$ cat src/rtl/axil_apb_pkg.sv
// Shared definitions for the AXI-Lite to multi-slave APB bridge:
// response codes, FSM state encoding, timeout counter sizing and the
// address-window decode function used by the decoder.
package axil_apb_pkg;

  localparam logic [1:0] RESP_OKAY   = 2'b00;
  localparam logic [1:0] RESP_SLVERR = 2'b10;
  localparam logic [1:0] RESP_DECERR = 2'b11;

  typedef enum logic [1:0] {
    ST_IDLE,
    ST_SETUP,
    ST_ACCESS,
    ST_RESP
  } state_t;

  // Width of the slave index carried by the decode result (up to 256 slaves).
  localparam int IDX_W = 8;

  typedef struct packed {
    logic             hit;
    logic [IDX_W-1:0] idx;
  } dec_t;

  // Counter width able to hold TIMEOUT_CYC; never narrower than one bit so a
  // disabled timeout (0) still yields a legal vector.
  function automatic int tmo_cnt_w(input int timeout_cyc);
    return (timeout_cyc < 1) ? 1 : $clog2(timeout_cyc + 1);
  endfunction

  // Uniformly strided windows: slave i covers [base + i*size, base + (i+1)*size).
  // Arithmetic is done in 64 bits so the top of a window ending at 2**AW
  // does not wrap.
  function automatic dec_t decode(input logic [63:0] addr,
                                  input logic [63:0] base,
                                  input int          size_log2,
                                  input int          qty);
    logic [63:0] off;
    dec_t        d;
    d   = '0;
    off = addr - base;
    if ((addr >= base) && ((off >> size_log2) < 64'(qty))) begin
      d.hit = 1'b1;
      d.idx = IDX_W'(off >> size_log2);
    end
    return d;
  endfunction

endpackage

$ cat src/rtl/axil_apb_bridge_mc_if.sv
// Bus bundle between the AXI-Lite master, the bridge and the APB slaves.
//   slave  modport : bridge view (AXI-Lite slave side, APB master side)
//   master modport : environment view (drives AXI requests and APB replies)
// APB slave i returns read data on prdata[i*DW +: DW].
interface axil_apb_bridge_mc_if #(
  parameter int AW      = 32,
  parameter int DW      = 32,
  parameter int SLV_QTY = 2
) ();

  logic                  aw_valid, aw_ready;
  logic [AW-1:0]         aw_addr;
  logic [2:0]            aw_prot;
  logic                  w_valid, w_ready;
  logic [DW-1:0]         w_data;
  logic [DW/8-1:0]       w_strb;
  logic                  b_valid, b_ready;
  logic [1:0]            b_resp;
  logic                  ar_valid, ar_ready;
  logic [AW-1:0]         ar_addr;
  logic [2:0]            ar_prot;
  logic                  r_valid, r_ready;
  logic [DW-1:0]         r_data;
  logic [1:0]            r_resp;

  logic [AW-1:0]         paddr;
  logic [2:0]            pprot;
  logic [SLV_QTY-1:0]    psel;
  logic                  penable;
  logic                  pwrite;
  logic [DW-1:0]         pwdata;
  logic [DW/8-1:0]       pstrb;
  logic [SLV_QTY-1:0]    pready;
  logic [SLV_QTY*DW-1:0] prdata;
  logic [SLV_QTY-1:0]    pslverr;

  modport slave (
    input  aw_valid, aw_addr, aw_prot, w_valid, w_data, w_strb, b_ready,
           ar_valid, ar_addr, ar_prot, r_ready, pready, prdata, pslverr,
    output aw_ready, w_ready, b_valid, b_resp, ar_ready, r_valid, r_data, r_resp,
           paddr, pprot, psel, penable, pwrite, pwdata, pstrb
  );

  modport master (
    output aw_valid, aw_addr, aw_prot, w_valid, w_data, w_strb, b_ready,
           ar_valid, ar_addr, ar_prot, r_ready, pready, prdata, pslverr,
    input  aw_ready, w_ready, b_valid, b_resp, ar_ready, r_valid, r_data, r_resp,
           paddr, pprot, psel, penable, pwrite, pwdata, pstrb
  );

endinterface

$ cat src/rtl/axil_apb_decoder.sv
// Combinational address decoder: maps an address onto one of SLV_QTY
// equally sized APB windows starting at PERIPH_BA.
//   i_addr : request address
//   o_hit  : address falls inside one of the windows
//   o_sel  : one-hot slave select (all zero on a miss)
module axil_apb_decoder
  import axil_apb_pkg::*;
#(
  parameter int            AW        = 32,
  parameter int            SLV_QTY   = 2,
  parameter logic [AW-1:0] PERIPH_BA = '0,
  parameter logic [AW-1:0] SLV_SIZE  = AW'(32'h0000_1000)
) (
  input  logic [AW-1:0]      i_addr,
  output logic               o_hit,
  output logic [SLV_QTY-1:0] o_sel
);

  localparam int SIZE_LOG2 = $clog2(SLV_SIZE);

  dec_t w_dec;

  // NOTE: every signal written here gets a default first, so no path leaves
  // it unassigned and no latch is inferred.
  always_comb begin
    w_dec = decode(64'(i_addr), 64'(PERIPH_BA), SIZE_LOG2, SLV_QTY);
    o_hit = w_dec.hit;
    o_sel = '0;
    for (int i = 0; i < SLV_QTY; i++) begin
      o_sel[i] = w_dec.hit && (w_dec.idx == IDX_W'(i));
    end
  end

endmodule

$ cat src/rtl/axil_apb_bridge_mc.sv
// AXI-Lite to multi-slave APB bridge. One transaction in flight; write and
// read requests that arrive together are granted alternately. Unmapped
// addresses return DECERR without an APB cycle, and a slave that holds
// PREADY low for TIMEOUT_CYC access cycles is abandoned with SLVERR.
//   clk_i : clock
//   rst_i : asynchronous active-high reset
//   bus   : AXI-Lite slave + APB master signals (slave modport)
module axil_apb_bridge_mc
  import axil_apb_pkg::*;
#(
  parameter int                     AXI_LITE_AW = 32,
  parameter int                     AXI_LITE_DW = 32,
  parameter int                     SLV_QTY     = 2,
  parameter logic [AXI_LITE_AW-1:0] PERIPH_BA   = '0,
  parameter logic [AXI_LITE_AW-1:0] SLV_SIZE    = AXI_LITE_AW'(32'h0000_1000),
  parameter int                     TIMEOUT_CYC = 256
) (
  input logic              clk_i,
  input logic              rst_i,
  axil_apb_bridge_mc_if.slave bus
);

  localparam int AW    = AXI_LITE_AW;
  localparam int DW    = AXI_LITE_DW;
  localparam int SW    = DW / 8;
  localparam int CNT_W = tmo_cnt_w(TIMEOUT_CYC);

  state_t             r_state, w_state_nxt;
  logic               r_last_wr;      // 1: last grant was a write
  logic               r_write;
  logic [AW-1:0]      r_addr;
  logic [2:0]         r_prot;
  logic [DW-1:0]      r_wdata;
  logic [SW-1:0]      r_strb;
  logic [SLV_QTY-1:0] r_sel;
  logic [1:0]         r_xresp;
  logic [DW-1:0]      r_xdata;
  logic [CNT_W-1:0]   r_cnt;

  logic               w_idle, w_grant_wr, w_grant_rd, w_accept;
  logic [AW-1:0]      w_req_addr;
  logic               w_hit;
  logic [SLV_QTY-1:0] w_dec_sel;
  logic               w_pready, w_pslverr, w_timeout;
  logic [DW-1:0]      w_prdata;

  // Fairness: with both pending, grant the opposite of the last grant.
  assign w_idle     = (r_state == ST_IDLE);
  assign w_grant_wr = w_idle & bus.aw_valid & bus.w_valid &
                      (~bus.ar_valid | ~r_last_wr);
  assign w_grant_rd = w_idle & bus.ar_valid &
                      (~(bus.aw_valid & bus.w_valid) | r_last_wr);
  assign w_accept   = w_grant_wr | w_grant_rd;
  assign w_req_addr = w_grant_wr ? bus.aw_addr : bus.ar_addr;

  axil_apb_decoder #(
    .AW(AW), .SLV_QTY(SLV_QTY), .PERIPH_BA(PERIPH_BA), .SLV_SIZE(SLV_SIZE)
  ) u_dec (
    .i_addr(w_req_addr),
    .o_hit (w_hit),
    .o_sel (w_dec_sel)
  );

  // Pick the selected slave's reply out of the shared APB return bus.
  always_comb begin
    w_prdata  = '0;
    w_pready  = 1'b0;
    w_pslverr = 1'b0;
    for (int i = 0; i < SLV_QTY; i++) begin
      if (r_sel[i]) begin
        w_prdata  = w_prdata | bus.prdata[i*DW +: DW];
        w_pready  = w_pready | bus.pready[i];
        w_pslverr = w_pslverr | bus.pslverr[i];
      end
    end
  end

  // r_cnt counts completed ACCESS cycles, so the last allowed cycle sees
  // TIMEOUT_CYC-1.
  assign w_timeout = (TIMEOUT_CYC != 0) && (r_cnt == CNT_W'(TIMEOUT_CYC - 1));

  always_comb begin
    w_state_nxt = r_state;
    case (r_state)
      ST_IDLE:   if (w_accept) w_state_nxt = w_hit ? ST_SETUP : ST_RESP;
      ST_SETUP:  w_state_nxt = ST_ACCESS;
      ST_ACCESS: if (w_pready || w_timeout) w_state_nxt = ST_RESP;
      ST_RESP:   if (r_write ? bus.b_ready : bus.r_ready) w_state_nxt = ST_IDLE;
      default:   w_state_nxt = ST_IDLE;
    endcase
  end

  // NOTE: sequential state uses non-blocking assignments so every register
  // samples pre-edge values regardless of statement order.
  always_ff @(posedge clk_i or posedge rst_i) begin
    if (rst_i) r_state <= ST_IDLE;
    else       r_state <= w_state_nxt;
  end

  always_ff @(posedge clk_i or posedge rst_i) begin
    if (rst_i) begin
      r_last_wr <= 1'b1;
      r_write   <= 1'b0;
      r_addr    <= '0;
      r_prot    <= '0;
      r_wdata   <= '0;
      r_strb    <= '0;
      r_sel     <= '0;
      r_xresp   <= RESP_OKAY;
      r_xdata   <= '0;
      r_cnt     <= '0;
    end else begin
      case (r_state)
        ST_IDLE: if (w_accept) begin
          r_write   <= w_grant_wr;
          r_last_wr <= w_grant_wr;
          r_addr    <= {w_req_addr[AW-1:2], 2'b00};
          r_prot    <= w_grant_wr ? bus.aw_prot : bus.ar_prot;
          r_wdata   <= w_grant_wr ? bus.w_data : '0;
          r_strb    <= w_grant_wr ? bus.w_strb : '0;
          r_sel     <= w_dec_sel;
          r_cnt     <= '0;
          r_xresp   <= w_hit ? RESP_OKAY : RESP_DECERR;
          r_xdata   <= '0;
        end
        ST_ACCESS: begin
          r_cnt <= r_cnt + 1'b1;
          if (w_pready) begin
            r_xresp <= w_pslverr ? RESP_SLVERR : RESP_OKAY;
            r_xdata <= r_write ? '0 : w_prdata;
          end else if (w_timeout) begin
            r_xresp <= RESP_SLVERR;
            r_xdata <= '0;
          end
        end
        default: ;
      endcase
    end
  end

  // Outputs decode straight from the state register, so an asynchronous
  // reset drops psel/penable/valid without waiting for a clock.
  assign bus.aw_ready = w_grant_wr;
  assign bus.w_ready  = w_grant_wr;
  assign bus.ar_ready = w_grant_rd;
  assign bus.b_valid  = (r_state == ST_RESP) & r_write;
  assign bus.r_valid  = (r_state == ST_RESP) & ~r_write;
  assign bus.b_resp   = r_xresp;
  assign bus.r_resp   = r_xresp;
  assign bus.r_data   = r_xdata;
  assign bus.psel     = ((r_state == ST_SETUP) || (r_state == ST_ACCESS)) ? r_sel : '0;
  assign bus.penable  = (r_state == ST_ACCESS);
  assign bus.paddr    = r_addr;
  assign bus.pprot    = r_prot;
  assign bus.pwrite   = r_write;
  assign bus.pwdata   = r_wdata;
  assign bus.pstrb    = r_strb;

endmodule

$ cat src/flat_wrapper.sv
// flat-port wrapper written by rule: the top's interface ports become plain ports
module axil_apb_bridge_mc_flat import axil_apb_pkg::*;
#(
  parameter int                     AXI_LITE_AW = 32,
  parameter int                     AXI_LITE_DW = 32,
  parameter int                     SLV_QTY     = 2,
  parameter logic [AXI_LITE_AW-1:0] PERIPH_BA   = '0,
  parameter logic [AXI_LITE_AW-1:0] SLV_SIZE    = AXI_LITE_AW'(32'h0000_1000),
  parameter int                     TIMEOUT_CYC = 256
)
  (clk_i, rst_i, bus_aw_valid, bus_aw_addr, bus_aw_prot, bus_w_valid, bus_w_data, bus_w_strb, bus_b_ready, bus_ar_valid, bus_ar_addr, bus_ar_prot, bus_r_ready, bus_pready, bus_prdata, bus_pslverr, bus_aw_ready, bus_w_ready, bus_b_valid, bus_b_resp, bus_ar_ready, bus_r_valid, bus_r_data, bus_r_resp, bus_paddr, bus_pprot, bus_psel, bus_penable, bus_pwrite, bus_pwdata, bus_pstrb);
  axil_apb_bridge_mc_if #(.AW((32)), .DW((32)), .SLV_QTY(SLV_QTY)) bus_i ();
  input logic clk_i;
  input logic rst_i;
  input wire logic [$bits(bus_i.aw_valid)-1:0] bus_aw_valid;
  input wire logic [$bits(bus_i.aw_addr)-1:0] bus_aw_addr;
  input wire logic [$bits(bus_i.aw_prot)-1:0] bus_aw_prot;
  input wire logic [$bits(bus_i.w_valid)-1:0] bus_w_valid;
  input wire logic [$bits(bus_i.w_data)-1:0] bus_w_data;
  input wire logic [$bits(bus_i.w_strb)-1:0] bus_w_strb;
  input wire logic [$bits(bus_i.b_ready)-1:0] bus_b_ready;
  input wire logic [$bits(bus_i.ar_valid)-1:0] bus_ar_valid;
  input wire logic [$bits(bus_i.ar_addr)-1:0] bus_ar_addr;
  input wire logic [$bits(bus_i.ar_prot)-1:0] bus_ar_prot;
  input wire logic [$bits(bus_i.r_ready)-1:0] bus_r_ready;
  input wire logic [$bits(bus_i.pready)-1:0] bus_pready;
  input wire logic [$bits(bus_i.prdata)-1:0] bus_prdata;
  input wire logic [$bits(bus_i.pslverr)-1:0] bus_pslverr;
  output wire logic [$bits(bus_i.aw_ready)-1:0] bus_aw_ready;
  output wire logic [$bits(bus_i.w_ready)-1:0] bus_w_ready;
  output wire logic [$bits(bus_i.b_valid)-1:0] bus_b_valid;
  output wire logic [$bits(bus_i.b_resp)-1:0] bus_b_resp;
  output wire logic [$bits(bus_i.ar_ready)-1:0] bus_ar_ready;
  output wire logic [$bits(bus_i.r_valid)-1:0] bus_r_valid;
  output wire logic [$bits(bus_i.r_data)-1:0] bus_r_data;
  output wire logic [$bits(bus_i.r_resp)-1:0] bus_r_resp;
  output wire logic [$bits(bus_i.paddr)-1:0] bus_paddr;
  output wire logic [$bits(bus_i.pprot)-1:0] bus_pprot;
  output wire logic [$bits(bus_i.psel)-1:0] bus_psel;
  output wire logic [$bits(bus_i.penable)-1:0] bus_penable;
  output wire logic [$bits(bus_i.pwrite)-1:0] bus_pwrite;
  output wire logic [$bits(bus_i.pwdata)-1:0] bus_pwdata;
  output wire logic [$bits(bus_i.pstrb)-1:0] bus_pstrb;
  assign bus_i.aw_valid = bus_aw_valid;
  assign bus_i.aw_addr = bus_aw_addr;
  assign bus_i.aw_prot = bus_aw_prot;
  assign bus_i.w_valid = bus_w_valid;
  assign bus_i.w_data = bus_w_data;
  assign bus_i.w_strb = bus_w_strb;
  assign bus_i.b_ready = bus_b_ready;
  assign bus_i.ar_valid = bus_ar_valid;
  assign bus_i.ar_addr = bus_ar_addr;
  assign bus_i.ar_prot = bus_ar_prot;
  assign bus_i.r_ready = bus_r_ready;
  assign bus_i.pready = bus_pready;
  assign bus_i.prdata = bus_prdata;
  assign bus_i.pslverr = bus_pslverr;
  assign bus_aw_ready = bus_i.aw_ready;
  assign bus_w_ready = bus_i.w_ready;
  assign bus_b_valid = bus_i.b_valid;
  assign bus_b_resp = bus_i.b_resp;
  assign bus_ar_ready = bus_i.ar_ready;
  assign bus_r_valid = bus_i.r_valid;
  assign bus_r_data = bus_i.r_data;
  assign bus_r_resp = bus_i.r_resp;
  assign bus_paddr = bus_i.paddr;
  assign bus_pprot = bus_i.pprot;
  assign bus_psel = bus_i.psel;
  assign bus_penable = bus_i.penable;
  assign bus_pwrite = bus_i.pwrite;
  assign bus_pwdata = bus_i.pwdata;
  assign bus_pstrb = bus_i.pstrb;
  axil_apb_bridge_mc #(.AXI_LITE_AW(AXI_LITE_AW), .AXI_LITE_DW(AXI_LITE_DW), .SLV_QTY(SLV_QTY), .PERIPH_BA(PERIPH_BA), .SLV_SIZE(SLV_SIZE), .TIMEOUT_CYC(TIMEOUT_CYC)) u_core (.clk_i(clk_i), .rst_i(rst_i), .bus(bus_i));
endmodule
$ cat config.mk
export PLATFORM = sky130hd
export DESIGN_NAME = axil_apb_bridge_mc_flat
export DESIGN_NICKNAME = d
export VERILOG_FILES = /design/src/rtl/axil_apb_pkg.sv /design/src/rtl/axil_apb_bridge_mc_if.sv /design/src/rtl/axil_apb_decoder.sv /design/src/rtl/axil_apb_bridge_mc.sv /design/src/flat_wrapper.sv
export SDC_FILE = /design/constraint.sdc
export NUM_CORES = 1
export LEC_CHECK = 0
export ABC_AREA = 0
export BUFFER_PORTS_ARGS = -buffer_cell sky130_fd_sc_hd__buf_2
export CORE_ASPECT_RATIO = 0.75
export CORE_MARGIN = 4
export CORE_UTILIZATION = 35
export DETAILED_ROUTE_END_ITERATION = 8
export GPL_TIMING_DRIVEN = 0
export PLACE_DENSITY = 0.66
export SYNTH_ARGS = -nofsm -noshare
export SYNTH_HDL_FRONTEND = slang
export SYNTH_SLANG_ARGS = --single-unit
$ cat constraint.sdc
create_clock -name clk_i -period 5 [get_ports clk_i]
set_input_delay 0.75 -clock clk_i [delete_from_list [all_inputs] [get_ports clk_i]]
set_output_delay 0.75 -clock clk_i [all_outputs]
set_load 0.01 [all_outputs]
==> results_dict.tcl <==
set metrics [dict create \
    slew_violations 0 \
    cts_sinks 118 \
    grt_max_degree 64 \
    drt_iter0_drc 272 \
    yosys.area.top_type "dfrtp_1" \
    yosys-top-cells-count "117 x dfrtp_1, 81 x nand2_1, 38 x a22o_1, 37 x o21ai_0, 37 x o31ai_1" \
    synthCells 501 \
    placed_area_um2 7110 \
    post_cts_buffers 0 \
    clockBufferDepth 2 \
    drc_errors 0 \
    required_ns 4.25 \
    syn2layout_area_growth_pct 44.4 \
    ys_seq_area_share_pct 55.0 \
    drt-total-wl_mm 17.3 \
    ctsResizeCount 0 \
    synth_flop_cell "dfrtp_1" \
    coreArea_um2 14700 \
    cts-root-buf "clkbuf_16" \
    async_reset_ff_share_pct 100 \
    hp-class "input port to async pin" \
    grt_overflow 0 \
    synth.top_cell.area_share_pct 54.5 \
    path_clk_slew_ns 0.06 \
    worst_pin_slew_ns 1.01 \
    n_antenna_cell 0 \
    tns_ns 0 \
    cts_tree "yes" \
    synth_edf_count 0 \
    antenna_left 0 \
    setup_viol 0 \
    slowest_delay_ns 0.79 \
    worstPathMaxFanout 11 \
    num-fill-cells 1380 \
    critPathLaunchType "flip-flop" \
    reg2reg_to "u_core.bus.paddr[26]" \
    crit_cells 8 \
    drive_gt1_share_pct 41.5 \
    status "finished clean" \
    endpoint_kind "primary output" \
    vias 5059 \
    yosysUniqueCellTypes 41 \
    finish.utilization_pct 52.6 \
    cp_num_buf_inv 5 \
    fin_nets 999 \
    dieArea_um2 17400 \
    io_pins 297 \
    stdcell_area_um2 7760 \
    cp.arrival_ns 2.95 \
    antenna_found_initial 0 \
    maxSlewHeadroom_pct 31.9 \
    path_class "flip-flop to primary output" \
    period_share_pct 74.1 \
    yosys_register_bits 118 \
    synth.avg_cell_area_um2 10.7 \
    h-tree-depth 4 \
    yosys-top-cells-area "dfrtp_1 55%, mux2i_1 6.5%, a22o_1 6.2%" \
    synth_area_um2 5370 \
    num_rows 38 \
    grtUsageTotal_pct 19.2 \
    io_buffers 290 \
    cp_top_family "buffers and inverters" \
    synth_most_common_cell "dfrtp_1" \
    grt_pass1_vias 4879 \
    grt_first_pass_wirelength_mm 26.0 \
    worst_ir_drop_vdd_mv 0.239 \
    via_per_inst 4.94 \
    synth_warnings 0 \
    whs_ns 0.420 \
    drv_cap 0 \
    clock_latency_ns 0.40 \
    start_util_pct 36.4 \
    timing.rr.start "u_core.r_state[0]" \
    die_h_um 115 \
    reg2reg_slack_ns 2.18 \
    skew_ns 0.00704 \
    p_leak_nw 3.88 \
    dp_hpwl_mm 13.4 \
    hold_buffers 0 \
    first_pass_iters 4 \
    critPathSlowestCell "nor2_1" \
    die_x_um 151 \
    rsz0062_at_grt "no" \
    ff2ff_path_depth 8 \
    worstPathCellList "inv_1 -> ha_1 -> buf_2 -> nand3_1 -> nor2_1 -> clkbuf_1 -> buf_4 -> buf_2" \
    p_per_area_nw_per_um2 508 \
    finalWorstSetupSlack_ns 1.30 \
    wl_per_cell_um 16.9 \
    hold_viol 0 \
    fmax_ghz 0.270 \
    dp_worst_setup_slack_ns 1.60 \
    cts_buffers 17 \
    place_congestion 0.814 \
    cp_common_cell "buf_2" \
    period_minus_slack_ns 3.70 \
]
-- per-layer routing --
metal	vias up	global-route usage, %	share of wire (%)
li1	2470	-	-
met1	2401	26.6	45
met2	175	30.5	47
met3	13	4.65	7.1
met4	0	4.53	0.85
met5	-	0	0
-- worst max-delay path by stage --
stage	start	end	slack, ns
after floorplan	rst_i	u_core.bus.b_resp[0]	1.12
after global placement	rst_i	u_core.bus.r_data[15]	-0.35
after detailed placement	bus_ar_valid	bus_w_ready	1.60
after CTS	u_core.r_state[0]	bus_w_ready	1.26
after global routing	u_core.r_state[0]	bus_w_ready	1.03
final	u_core.r_state[0]	bus_w_ready	1.30
-- flip-flops by register name (all words and copies together), names as in the netlist --
name,flops
u_core.r_last_wr,1
u_core.bus.b_resp,2
u_core.bus.pwrite,1
u_core.r_cnt,9
u_core.bus.paddr,30
u_core.r_state,2
u_core.bus.r_data,32
u_core.bus.pstrb,4
u_core.bus.pwdata,32
u_core.bus.pprot,3
u_core.r_sel,2
-- worst reg2reg max path, stage by stage, from the launching register on --
cell	delay, ns
dfrtp_1	0.38
inv_1	0.13
ha_1	0.16
buf_2	0.18
nand3_1	0.17
nor2_1	0.79
buf_2	0.47
mux2i_1	0.31
o21ai_0	0.10
-- cell type report --
class                      instances  area [µm²]  share of cell area, %
buffer                            44         191                   2.47
clock buffer                      19         453                   5.84
clock inverter                    13         194                   2.50
inverter                           7        31.3                  0.403
multi-input combinational        333        2200                   28.4
sequential                       118        2950                   38.1
tap                              200         250                   3.23
timing repair buffer             291        1480                   19.1
-- cell usage in the layout (no fill, tap or decap), types with 5 or more instances in the layout --
master and count:
o31ai_1 37, nand3_1 5, nor4_1 6, inv_1 6
buf_2 296, a22oi_1 32, buf_4 5, dfrtp_1 117
ha_1 6, clkbuf_1 29, nand2_1 81, mux2i_1 35
clkbuf_16 17, o21ai_0 37, a22o_1 38, nor2_1 9
-- through the flow --
step	std cells	total power (W)
final	1025	0.00394
after global routing	1025	0.00418
after CTS	1025	0.00399
after detailed placement	993	0.00265
after global placement	992	0.00263
after floorplan	502	0.00209
-- power breakdown --
group | leakage (nW) | switching, W | internal (W) | total, W
Combinational | 2.02 | 0.000765 | 0.000496 | 0.00126
Sequential | 1.56 | 0.000149 | 0.00121 | 0.00136
Clock | 0.303 | 0.000455 | 0.000867 | 0.00132
-- logic make-up after synthesis --
kind of cell | after synthesis | synth area share, %
xor gates and xnor gates | 2 | 0.326
AOI/OAI and AO/OA | 163 | 22.0
adders and majority gates | 6 | 1.40
other | 1 | 0.0698
and+or+nand+nor | 123 | 10.2
buffers and inverters | 51 | 4.05
muxes | 37 | 6.94
DFF | 118 | 55.0
No activity file was read; power rests on OpenSTA's default activity.
